$ cat config.mk
export PLATFORM = sky130hd
export DESIGN_NAME = float_to_fixed
export DESIGN_NICKNAME = d
export VERILOG_FILES = /design/src/rtl/float_pkg.sv /design/src/rtl/float_to_fixed.sv
export SDC_FILE = /design/constraint.sdc
export NUM_CORES = 1
export LEC_CHECK = 0
export CAP_MARGIN = 0
export CORE_UTILIZATION = 50
export CTS_BUF_LIST = sky130_fd_sc_hd__clkbuf_4 sky130_fd_sc_hd__clkbuf_8
export DETAILED_ROUTE_END_ITERATION = 16
export PLACE_DENSITY_LB_ADDON = 0.2
export SETUP_SLACK_MARGIN = 0.02
export SYNTH_ARGS = -nofsm -noshare
export SYNTH_HDL_FRONTEND = slang
export SYNTH_SLANG_ARGS = --single-unit
$ cat constraint.sdc
create_clock -name sysClk -period 2.01 [get_ports sysClk]
set_clock_uncertainty 0.2 [all_clocks]
set_input_delay 0.3015 -clock sysClk [delete_from_list [all_inputs] [get_ports sysClk]]
set_output_delay 0.3015 -clock sysClk [all_outputs]
set_load 0.05 [all_outputs]
$ cat src/rtl/float_pkg.sv
// rtl/float_pkg.sv - shared constants, state encoding and shift-count helper for the float/fixed converters
//
// Shared by float_to_fixed and the fixed-to-float normalizer.
//   MW_DEF / EW_DEF : default mantissa and exponent widths
//   conv_state_t    : IDLE / SHIFT / DONE
//   calc_shift()    : maps exponent P to right-shift count n = (mw-1) - P,
//                     flagging exponents that exceed mw-1

package float_pkg;

    localparam int MW_DEF = 4;
    localparam int EW_DEF = 2;

    typedef enum logic [1:0] {
        IDLE  = 2'd0,
        SHIFT = 2'd1,
        DONE  = 2'd2
    } conv_state_t;

    typedef struct packed {
        logic       err;
        logic [7:0] n;
    } shift_req_t;

    // An out-of-range exponent reports err with n forced to 0, so callers
    // never see a wrapped count.
    function automatic shift_req_t calc_shift(input int unsigned mw, input int unsigned p);
        shift_req_t r;
        if (p > mw - 1) begin
            r.err = 1'b1;
            r.n   = 8'd0;
        end else begin
            r.err = 1'b0;
            r.n   = 8'(mw - 1 - p);
        end
        return r;
    endfunction

endpackage

$ cat src/rtl/float_to_fixed.sv
// rtl/float_to_fixed.sv - iterative float (F,P) to unsigned fixed-point converter, one shift per clock
//
// Restores D = F >> ((MW-1) - P).
// Ports:
//   sysClk       in   clock, rising edge
//   sysRst       in   synchronous active-low reset
//   in_valid     in   F/P presented
//   in_ready     out  accepting input (decode of IDLE)
//   F            in   MW-bit mantissa
//   P            in   EW-bit exponent
//   out_valid    out  D and flags valid (decode of DONE)
//   out_ready    in   consumer takes the result
//   D            out  MW-bit fixed-point result
//   out_inexact  out  a 1-bit was shifted out
//   out_err      out  P > MW-1

module float_to_fixed
    import float_pkg::*;
#(
    parameter int MW = MW_DEF,
    parameter int EW = EW_DEF
) (
    input  logic          sysClk,
    input  logic          sysRst,
    input  logic          in_valid,
    output logic          in_ready,
    input  logic [MW-1:0] F,
    input  logic [EW-1:0] P,
    output logic          out_valid,
    input  logic          out_ready,
    output logic [MW-1:0] D,
    output logic          out_inexact,
    output logic          out_err
);

    localparam int CW = $clog2(MW) + 1;

    conv_state_t   state_q, state_d;
    logic [MW-1:0] work_q, work_d;
    logic [CW-1:0] cnt_q, cnt_d;
    logic [MW-1:0] d_q, d_d;
    logic          inexact_q, inexact_d;
    logic          err_q, err_d;
    shift_req_t    req;

    always_ff @(posedge sysClk) begin
        if (!sysRst) begin
            state_q   <= IDLE;
            work_q    <= '0;
            cnt_q     <= '0;
            d_q       <= '0;
            inexact_q <= 1'b0;
            err_q     <= 1'b0;
        end else begin
            state_q   <= state_d;
            work_q    <= work_d;
            cnt_q     <= cnt_d;
            d_q       <= d_d;
            inexact_q <= inexact_d;
            err_q     <= err_d;
        end
    end

    always_comb begin
        state_d   = state_q;
        work_d    = work_q;
        cnt_d     = cnt_q;
        d_d       = d_q;
        inexact_d = inexact_q;
        err_d     = err_q;
        req       = calc_shift(MW, 32'(P));

        case (state_q)
            IDLE: begin
                // in_ready is the IDLE decode, so in_valid alone means a handshake here.
                if (in_valid) begin
                    work_d    = F;
                    inexact_d = 1'b0;
                    err_d     = 1'b0;
                    if (req.err) begin
                        d_d     = '0;
                        err_d   = 1'b1;
                        state_d = DONE;
                    end else if (req.n == 8'd0) begin
                        d_d     = F;
                        state_d = DONE;
                    end else begin
                        cnt_d   = CW'(req.n);
                        state_d = SHIFT;
                    end
                end
            end
            SHIFT: begin
                work_d    = {1'b0, work_q[MW-1:1]};
                inexact_d = inexact_q | work_q[0];
                cnt_d     = cnt_q - 1'b1;
                // Last shift: publish the shifted value on the same edge.
                if (cnt_q == CW'(1)) begin
                    d_d     = {1'b0, work_q[MW-1:1]};
                    state_d = DONE;
                end
            end
            DONE: begin
                if (out_ready) begin
                    state_d = IDLE;
                end
            end
            default: begin
                state_d = IDLE;
            end
        endcase
    end

    assign in_ready    = (state_q == IDLE);
    assign out_valid   = (state_q == DONE);
    assign D           = d_q;
    assign out_inexact = inexact_q;
    assign out_err     = err_q;

endmodule

==> qor.txt, run 1 <==
PWR
------------------------------------------------------------------------------------------------------
Proportion of power drawn by combinational gates                                                 29.9%
Sw frac                                                                                         32.54%
PwrDens                                                                                   805.8 nW/um2
Clock group share of total power                                                                 27.0%
Max rail drop VDD                                                                            0.5550 mV
Net switching power                                                                          0.2480 mW
Reg power frac                                                                                   43.2%
Int Pwr                                                                                      0.5142 mW
Leakage power                                                                                0.4529 nW

DIE
------------------------------------------------------------------------------------------------------
Effective utilization at floorplan                                                              55.98%
Site row count                                                                                      13
Core area                                                                                     1350 um2
Die area                                                                                      1671 um2
Die Wd                                                                                        40.88 um
Boundary pin count                                                                                  18
DIE HEIGHT                                                                                    40.88 um

DRT
------------------------------------------------------------------------------------------------------
Number of DRC markers in iteration 0                                                                18
Detail-routed net length per standard cell                                                    13.49 um
Final wirelength                                                                               1551 um
Vias after detailed routing                                                                        629
First-pass detailed-route iteration total                                                            4
Ratio of routed vias to standard cells                                                           5.470
Number of routed nets with antenna violations                                                        0
Detailed-route DRC error count                                                                       0

WORST SETUP PATH
------------------------------------------------------------------------------------------------------
Largest delay share family, worst path                                                    buffers and inverters
Worst path arrival time                                                                        1.42 ns
FF-to-FF path depth                                                                                  4
Critical path endpoint category                                                             output pin
Count of buffer and inverter cells on the critical path                                              1
Critical-path maximum fanout                                                                         2
Crit path kind                                                                            flip-flop to output pin
WP data required                                                                               1.51 ns
Kind of launch point of the worst setup path                                                 flip-flop
Total number of cells along the worst setup path                                                     1
Cell with the biggest individual delay on the critical path                               clkdlybuf4s50_1
Cell Chain, Critical Path                                                                 clkdlybuf4s50_1
Maximum cell stage delay along the critical path                                               0.81 ns

LOGIC SYNTHESIS
------------------------------------------------------------------------------------------------------
Sequential share of the synthesized area                                                        37.09%
Main flop type after synthesis                                                                 dfxtp_1
Cell taking the most area after synthesis                                                      dfxtp_1
Area share of the leading cell type in the synthesized netlist                                  37.09%
Synthesized area divided by synthesized cell count                                           8.891 um2
Post-synth net total                                                                                97
Number of warnings issued by yosys                                                                   0
Flop and latch count out of synthesis                                                               14
Ys async rst share                                                                                  0%
Post-synthesis cell area                                                                     755.7 um2
Number of enable flip-flop cells after synthesis                                                     0
Number of cells produced by synthesis                                                               85
Most frequent cell after synthesis                                                             dfxtp_1
Main area contributors after synthesis                                                    dfxtp_1 37%, o211a_1 7.9%, mux2i_1 6.6%, nand2_1 5.5%, nor2b_1 5.0%
Leading post-synthesis cells by instance count                                            14 x dfxtp_1, 11 x nand2_1, 6 x nor2b_1, 6 x o211a_1, 6 x o21ai_0
Synth cell types                                                                                    29

CLOCK NETWORK
------------------------------------------------------------------------------------------------------
Clock sink count                                                                                    14
Clock latency on the worst-skew pair                                                           0.28 ns
Number of clock buffers inserted by TritonCTS                                                        3
TritonCTS clock tree                                                                              done
# hold bufs at CTS                                                                                   0
Worst-case clock buffer depth                                                                        2
Post-CTS setup repair buffer count                                                                   0
Clock transition at the register clock pins on the worst setup and hold paths after CTS        0.09 ns
Clock H-tree levels                                                                                  1
Root Buffer                                                                                   clkbuf_4

FINAL LAYOUT
------------------------------------------------------------------------------------------------------
Fin nets                                                                                           113
Sequential cell area in the final layout                                                     280.3 um2
Fraction of layout cells with a size suffix above 1                                             11.00%
Combined area of the multi-input logic cells                                                 425.4 um2
Fillers                                                                                            119
Count of placed standard cells in the final layout, fillers left out                               115
N_diodes                                                                                             0
Synth-to-Final Area Change                                                                      25.17%
Post-route cell area                                                                         945.9 um2

OUTCOME
------------------------------------------------------------------------------------------------------
Run status                                                                                complete, no violations

GLOBAL ROUTE
------------------------------------------------------------------------------------------------------
Global-route wire length before repair                                                         2373 um
Global route total overflow                                                                          0
Via count of the first global-routing pass                                                         561
Number of antenna violations at the first check in global routing                                    0
Largest net degree at the start of global routing                                                   18
Overall track demand over capacity in global routing                                            22.30%

STA
------------------------------------------------------------------------------------------------------
Slew margin rel.                                                                                63.18%
Final TNS setup                                                                                   0 ns
Fin Hold WS                                                                                  0.2664 ns
Actual transition at the worst max-transition pin                                            0.5506 ns
Setup repair after global routing missed its margin                                                 no
Pins over their slew limit                                                                           0
Setup Viol. Count Final                                                                              0
Minimum clock period after layout                                                             1.926 ns
Period utilization                                                                              95.84%
Max Freq                                                                                     519.1 MHz
Hold violation total from the final report                                                           0

PLACE
------------------------------------------------------------------------------------------------------
Count of input and output buffers                                                                   16
Weighted congestion at the end of routability-driven global placement                           0.7500
Post-detailed-placement cell area                                                            910.9 um2
Inst Count DP                                                                                      111
Hpwl dp                                                                                        1091 um

RUN
------------------------------------------------------------------------------------------------------
Maxcap violations                                                                                    0

HOLD PATH
------------------------------------------------------------------------------------------------------
Hold WC Path Type                                                                         flip-flop to flip-flop
Cells on Worst Hold Path                                                                             2

## cells by family after synthesis
family | synth area share, %
multiplexers | 6.623
AO/OA/AOI/OAI | 23.84
other | 0.4962
AND/OR/NAND/NOR | 22.02
buffers and inverters | 6.621
adder cells (fa/ha/maj) | 3.311
flip-flops | 37.09
## routing by layer
| metal | wire length, um | vias up | global-route usage (%) |
|---|---|---|---|
| met3 | 51 | 2 | 4.891 |
| met4 | 16 | 0 | 12.50 |
| met5 | 0 | - | 0 |
| met1 | 671 | 297 | 22.37 |
| li1 | - | 320 | - |
| met2 | 811 | 10 | 41.41 |
## layout make-up
| class | count | share of cell area, % |
|---|---|---|
| Timing Repair Buffer | 17 | 18.39 |
| Tap cell | 15 | 1.984 |
| Sequential cell | 14 | 29.63 |
| Multi-Input combinational cell | 62 | 44.97 |
| Clock buffer | 4 | 3.836 |
| Inverter | 3 | 1.190 |
## power by group through the flow
stage / clock [mW] / combinational, mW / sequential (mW)
global placement: 0 / 0.223 / 0.333
detailed placement: 0 / 0.228 / 0.335
floorplan: 0 / 0.145 / 0.354
global route: 0.223 / 0.245 / 0.333
finish: 0.206 / 0.228 / 0.329
CTS: 0.214 / 0.228 / 0.328
## registers in the layout (all words and copies together), names as in the netlist
signal,cells
state_q,2
D,4
cnt_q,3
work_q,4
out_inexact,1
## per-stage QoR
stage / total power, mW / setup WS [ns] / utilization, %
floorplan: 0.4989 / 0.09719 / -
global placement: 0.5558 / 0.09219 / 67.47
detailed placement: 0.5623 / 0.03535 / 67.47
CTS: 0.7704 / 0.06629 / 70.06
global route: 0.8000 / 0.02511 / 70.06
finish: 0.7622 / 0.08363 / 70.06
## path summary, 6_finish.rpt
kind | start | slack (ns) | endpoint
worst max-delay path | D[2]$_SDFFE_PN0P_ | 0.08 | D[2]
worst min-delay path | D[3]$_SDFFE_PN0P_ | 0.27 | D[3]$_SDFFE_PN0P_
worst max register to register | state_q[0]$_SDFFE_PN0P_ | 0.25 | work_q[1]$_SDFFE_PN0P_
worst min register to register | D[3]$_SDFFE_PN0P_ | 0.27 | D[3]$_SDFFE_PN0P_
## placed cells by master (no fill, tap or decap), types with 2 or more instances in the layout
cell type	synthesis	layout
inv_1	3	3
clkdlybuf4s50_1	0	13
a21oi_1	4	4
buf_4	2	2
o21ai_0	6	6
nor2b_1	6	6
o211a_1	6	6
clkbuf_4	0	3
dfxtp_1	14	14
nand2_1	11	11
nand3_1	2	2
nor2_1	5	5
mux2i_1	5	5
ha_1	2	2
a21boi_1	2	2
## repair_timing
item | CTS | global route
hold endpoints to repair | 0 | 0
resized for setup | 1 | 0
endpoints found under the setup margin | 1 | 0
No activity file was read; power rests on OpenSTA's default activity.
==> run 2: changes to the inputs <==
--- a/config.mk
+++ b/config.mk
@@ -6,8 +6,10 @@
 export NUM_CORES = 1
 export LEC_CHECK = 0
 export CAP_MARGIN = 0
+export CORE_MARGIN = 1.5
 export CORE_UTILIZATION = 50
 export CTS_BUF_LIST = sky130_fd_sc_hd__clkbuf_4 sky130_fd_sc_hd__clkbuf_8
+export CTS_CLUSTER_DIAMETER = 40
 export DETAILED_ROUTE_END_ITERATION = 16
 export PLACE_DENSITY_LB_ADDON = 0.2
 export SETUP_SLACK_MARGIN = 0.02
==> run 2 against run 1 <==
Compared with the run above: via count down 2.2%; wire length down 14%; combinational power about the same; global-route usage down 6.0 points; hold slack better by 0.0043 ns; die area up 5.0%; non-clock buffer count unchanged; largest cell class unchanged.
==> qor.txt, run 2 (synthesis results as in run 1) <==
PLACE
------------------------------------------------------------------------------------------------------
Hpwl dp                                                                                         995 um   -8.8%
Weighted congestion at the end of routability-driven global placement                           0.7282   -2.9%
Count of input and output buffers                                                                   16   unchanged
Inst Count DP                                                                                      111   unchanged
Minimum setup slack after placement                                                         0.09138 ns   +0.05603 ns

FINAL LAYOUT
------------------------------------------------------------------------------------------------------
Fin nets                                                                                           113   unchanged
Highest-count cells in the layout ignoring fill and taps                                  14 x dfxtp_1, 13 x clkdlybuf4s50_1, 11 x nand2_1
Count of placed standard cells in the final layout, fillers left out                               114   -0.87%
Fillers                                                                                            125   +5.0%
Fraction of layout cells with a size suffix above 1                                             10.10%   -0.90 points
Synth-to-Final Area Change                                                                      23.84%
Most common cell after layout, fill and taps aside                                             dfxtp_1
Fraction of the core area covered by cells at the end of the flow                               69.32%   -0.74 points
N_diodes                                                                                             0   unchanged

WORST SETUP PATH
------------------------------------------------------------------------------------------------------
Cell with the biggest individual delay on the critical path                               clkdlybuf4s50_1
Kind of launch point of the worst setup path                                                 flip-flop
Crit path kind                                                                            flip-flop to output pin
WP data required                                                                               1.51 ns   about the same
Largest delay share family, worst path                                                    buffers and inverters
Critical-path maximum fanout                                                                         2   unchanged
Cell Chain, Critical Path                                                                 clkdlybuf4s50_1
Maximum cell stage delay along the critical path                                               0.80 ns   about the same
Worst path arrival time                                                                        1.41 ns   about the same
Critical path endpoint category                                                             output pin
Count of buffer and inverter cells on the critical path                                              1   unchanged

STA
------------------------------------------------------------------------------------------------------
Fin Hold WS                                                                                  0.2708 ns   +0.004346 ns
Actual transition at the worst max-transition pin                                            0.5419 ns   -0.008651 ns
Least setup slack across all paths after layout                                             0.09548 ns   +0.01185 ns
Max Freq                                                                                     522.3 MHz   +0.62%
Period utilization                                                                              95.25%   -0.59 points
Pins over their slew limit                                                                           0   unchanged
Slew margin rel.                                                                                63.76%   +0.58 points
Final TNS setup                                                                                   0 ns   unchanged
Hold violation total from the final report                                                           0   unchanged
Setup Viol. Count Final                                                                              0   unchanged
Setup repair after global routing missed its margin                                                 no
Minimum clock period after layout                                                             1.915 ns   -0.01185 ns

OUTCOME
------------------------------------------------------------------------------------------------------
Run status                                                                                complete, no violations

CLOCK NETWORK
------------------------------------------------------------------------------------------------------
Number of clock buffers inserted by TritonCTS                                                        3   unchanged
Clock H-tree levels                                                                                  1   unchanged
Worst-case clock buffer depth                                                                        2   unchanged
TritonCTS clock tree                                                                              done
# hold bufs at CTS                                                                                   0   unchanged
Clock latency on the worst-skew pair                                                           0.27 ns   about the same
Post-cts resize count                                                                                0   -1
Root Buffer                                                                                   clkbuf_4
Post-CTS setup repair buffer count                                                                   0   unchanged
Clock transition at the register clock pins on the worst setup and hold paths after CTS        0.08 ns   about the same
Clock sink count                                                                                    14   unchanged

GLOBAL ROUTE
------------------------------------------------------------------------------------------------------
Global route total overflow                                                                          0   unchanged
Via count of the first global-routing pass                                                         506   -9.8%
Number of antenna violations at the first check in global routing                                    0   unchanged
Largest net degree at the start of global routing                                                   18   unchanged
Overall track demand over capacity in global routing                                            16.31%   -6.0 points
Global-route wire length before repair                                                         2125 um   -10%

PWR
------------------------------------------------------------------------------------------------------
Leakage power                                                                                0.4592 nW   +1.4%
PwrDens                                                                                   754.6 nW/um2   -6.4%
Max rail drop VDD                                                                            0.5298 mV   -4.5%

DRT
------------------------------------------------------------------------------------------------------
First-pass detailed-route iteration total                                                            3   -1
Vias after detailed routing                                                                        615   -2.2%
Detailed-route DRC error count                                                                       0   unchanged
Final wirelength                                                                               1335 um   -14%
Number of routed nets with antenna violations                                                        0   unchanged
Detail-routed net length per standard cell                                                    11.71 um   -13%
Number of DRC markers in iteration 0                                                                 3   -15
Ratio of routed vias to standard cells                                                           5.395   -1.4%

DIE
------------------------------------------------------------------------------------------------------
Site row count                                                                                      13   unchanged
DIE HEIGHT                                                                                    41.88 um   +2.4%
Core area                                                                                     1350 um2   unchanged
Die area                                                                                      1754 um2   +5.0%
Effective utilization at floorplan                                                              55.98%   unchanged
Die Wd                                                                                        41.88 um   +2.4%
Boundary pin count                                                                                  18   unchanged

RUN
------------------------------------------------------------------------------------------------------
Maxcap violations                                                                                    0   unchanged

HOLD PATH
------------------------------------------------------------------------------------------------------
Hold WC Path Type                                                                         flip-flop to flip-flop

-- run 2: cell types whose count changed in the layout (fill, tap and decap cells not counted) --
cell,change
clkbuf_8,-1
dlygate4sd2_1,-1
dlymetal6s2s_1,+1
-- run 2: final cells by class --
type / instances / area [um2] / area share, %
clock buffer: 3 / 22.52 / 2.406
inverter: 3 / 11.26 / 1.203
multi-input combinational: 62 / 425.4 / 45.45
sequential: 14 / 280.3 / 29.95
tap: 15 / 18.77 / 2.005
timing repair buffer: 17 / 177.7 / 18.98
-- run 2: metal layers --
layer	vias to the layer above	track usage, %	wire length, um
met5	-	0	0
met4	0	9.677	12
met3	2	6.087	53
met2	9	24.69	657
met1	283	19.47	611
li1	321	-	-
-- run 2: path summary, 6_finish.rpt --
check / startpoint / to / slack, ns / cells after the start
worst max-delay path: D[3]$_SDFFE_PN0P_ / D[3] / 0.1 / 1
worst min-delay path: D[3]$_SDFFE_PN0P_ / D[3]$_SDFFE_PN0P_ / 0.27 / 2
worst max register to register: state_q[0]$_SDFFE_PN0P_ / work_q[1]$_SDFFE_PN0P_ / 0.29 / 4
worst min register to register: D[3]$_SDFFE_PN0P_ / D[3]$_SDFFE_PN0P_ / 0.27 / 2
-- run 2: power by group --
group,internal (mW),switching [mW],leakage [nW]
clock network,0.0693,0.0850,0.0138
logic,0.0988,0.126,0.330
registers,0.306,0.0213,0.115
total,0.474,0.232,0.459
-- run 2: through the flow --
stage / instance area (um2) / total power [mW]
detailed placement: 910.9 / 0.5609
global route: 935.9 / 0.7505
floorplan: 755.7 / 0.4989
CTS: 933.4 / 0.7132
finish: 935.9 / 0.7062
global placement: 910.9 / 0.5556
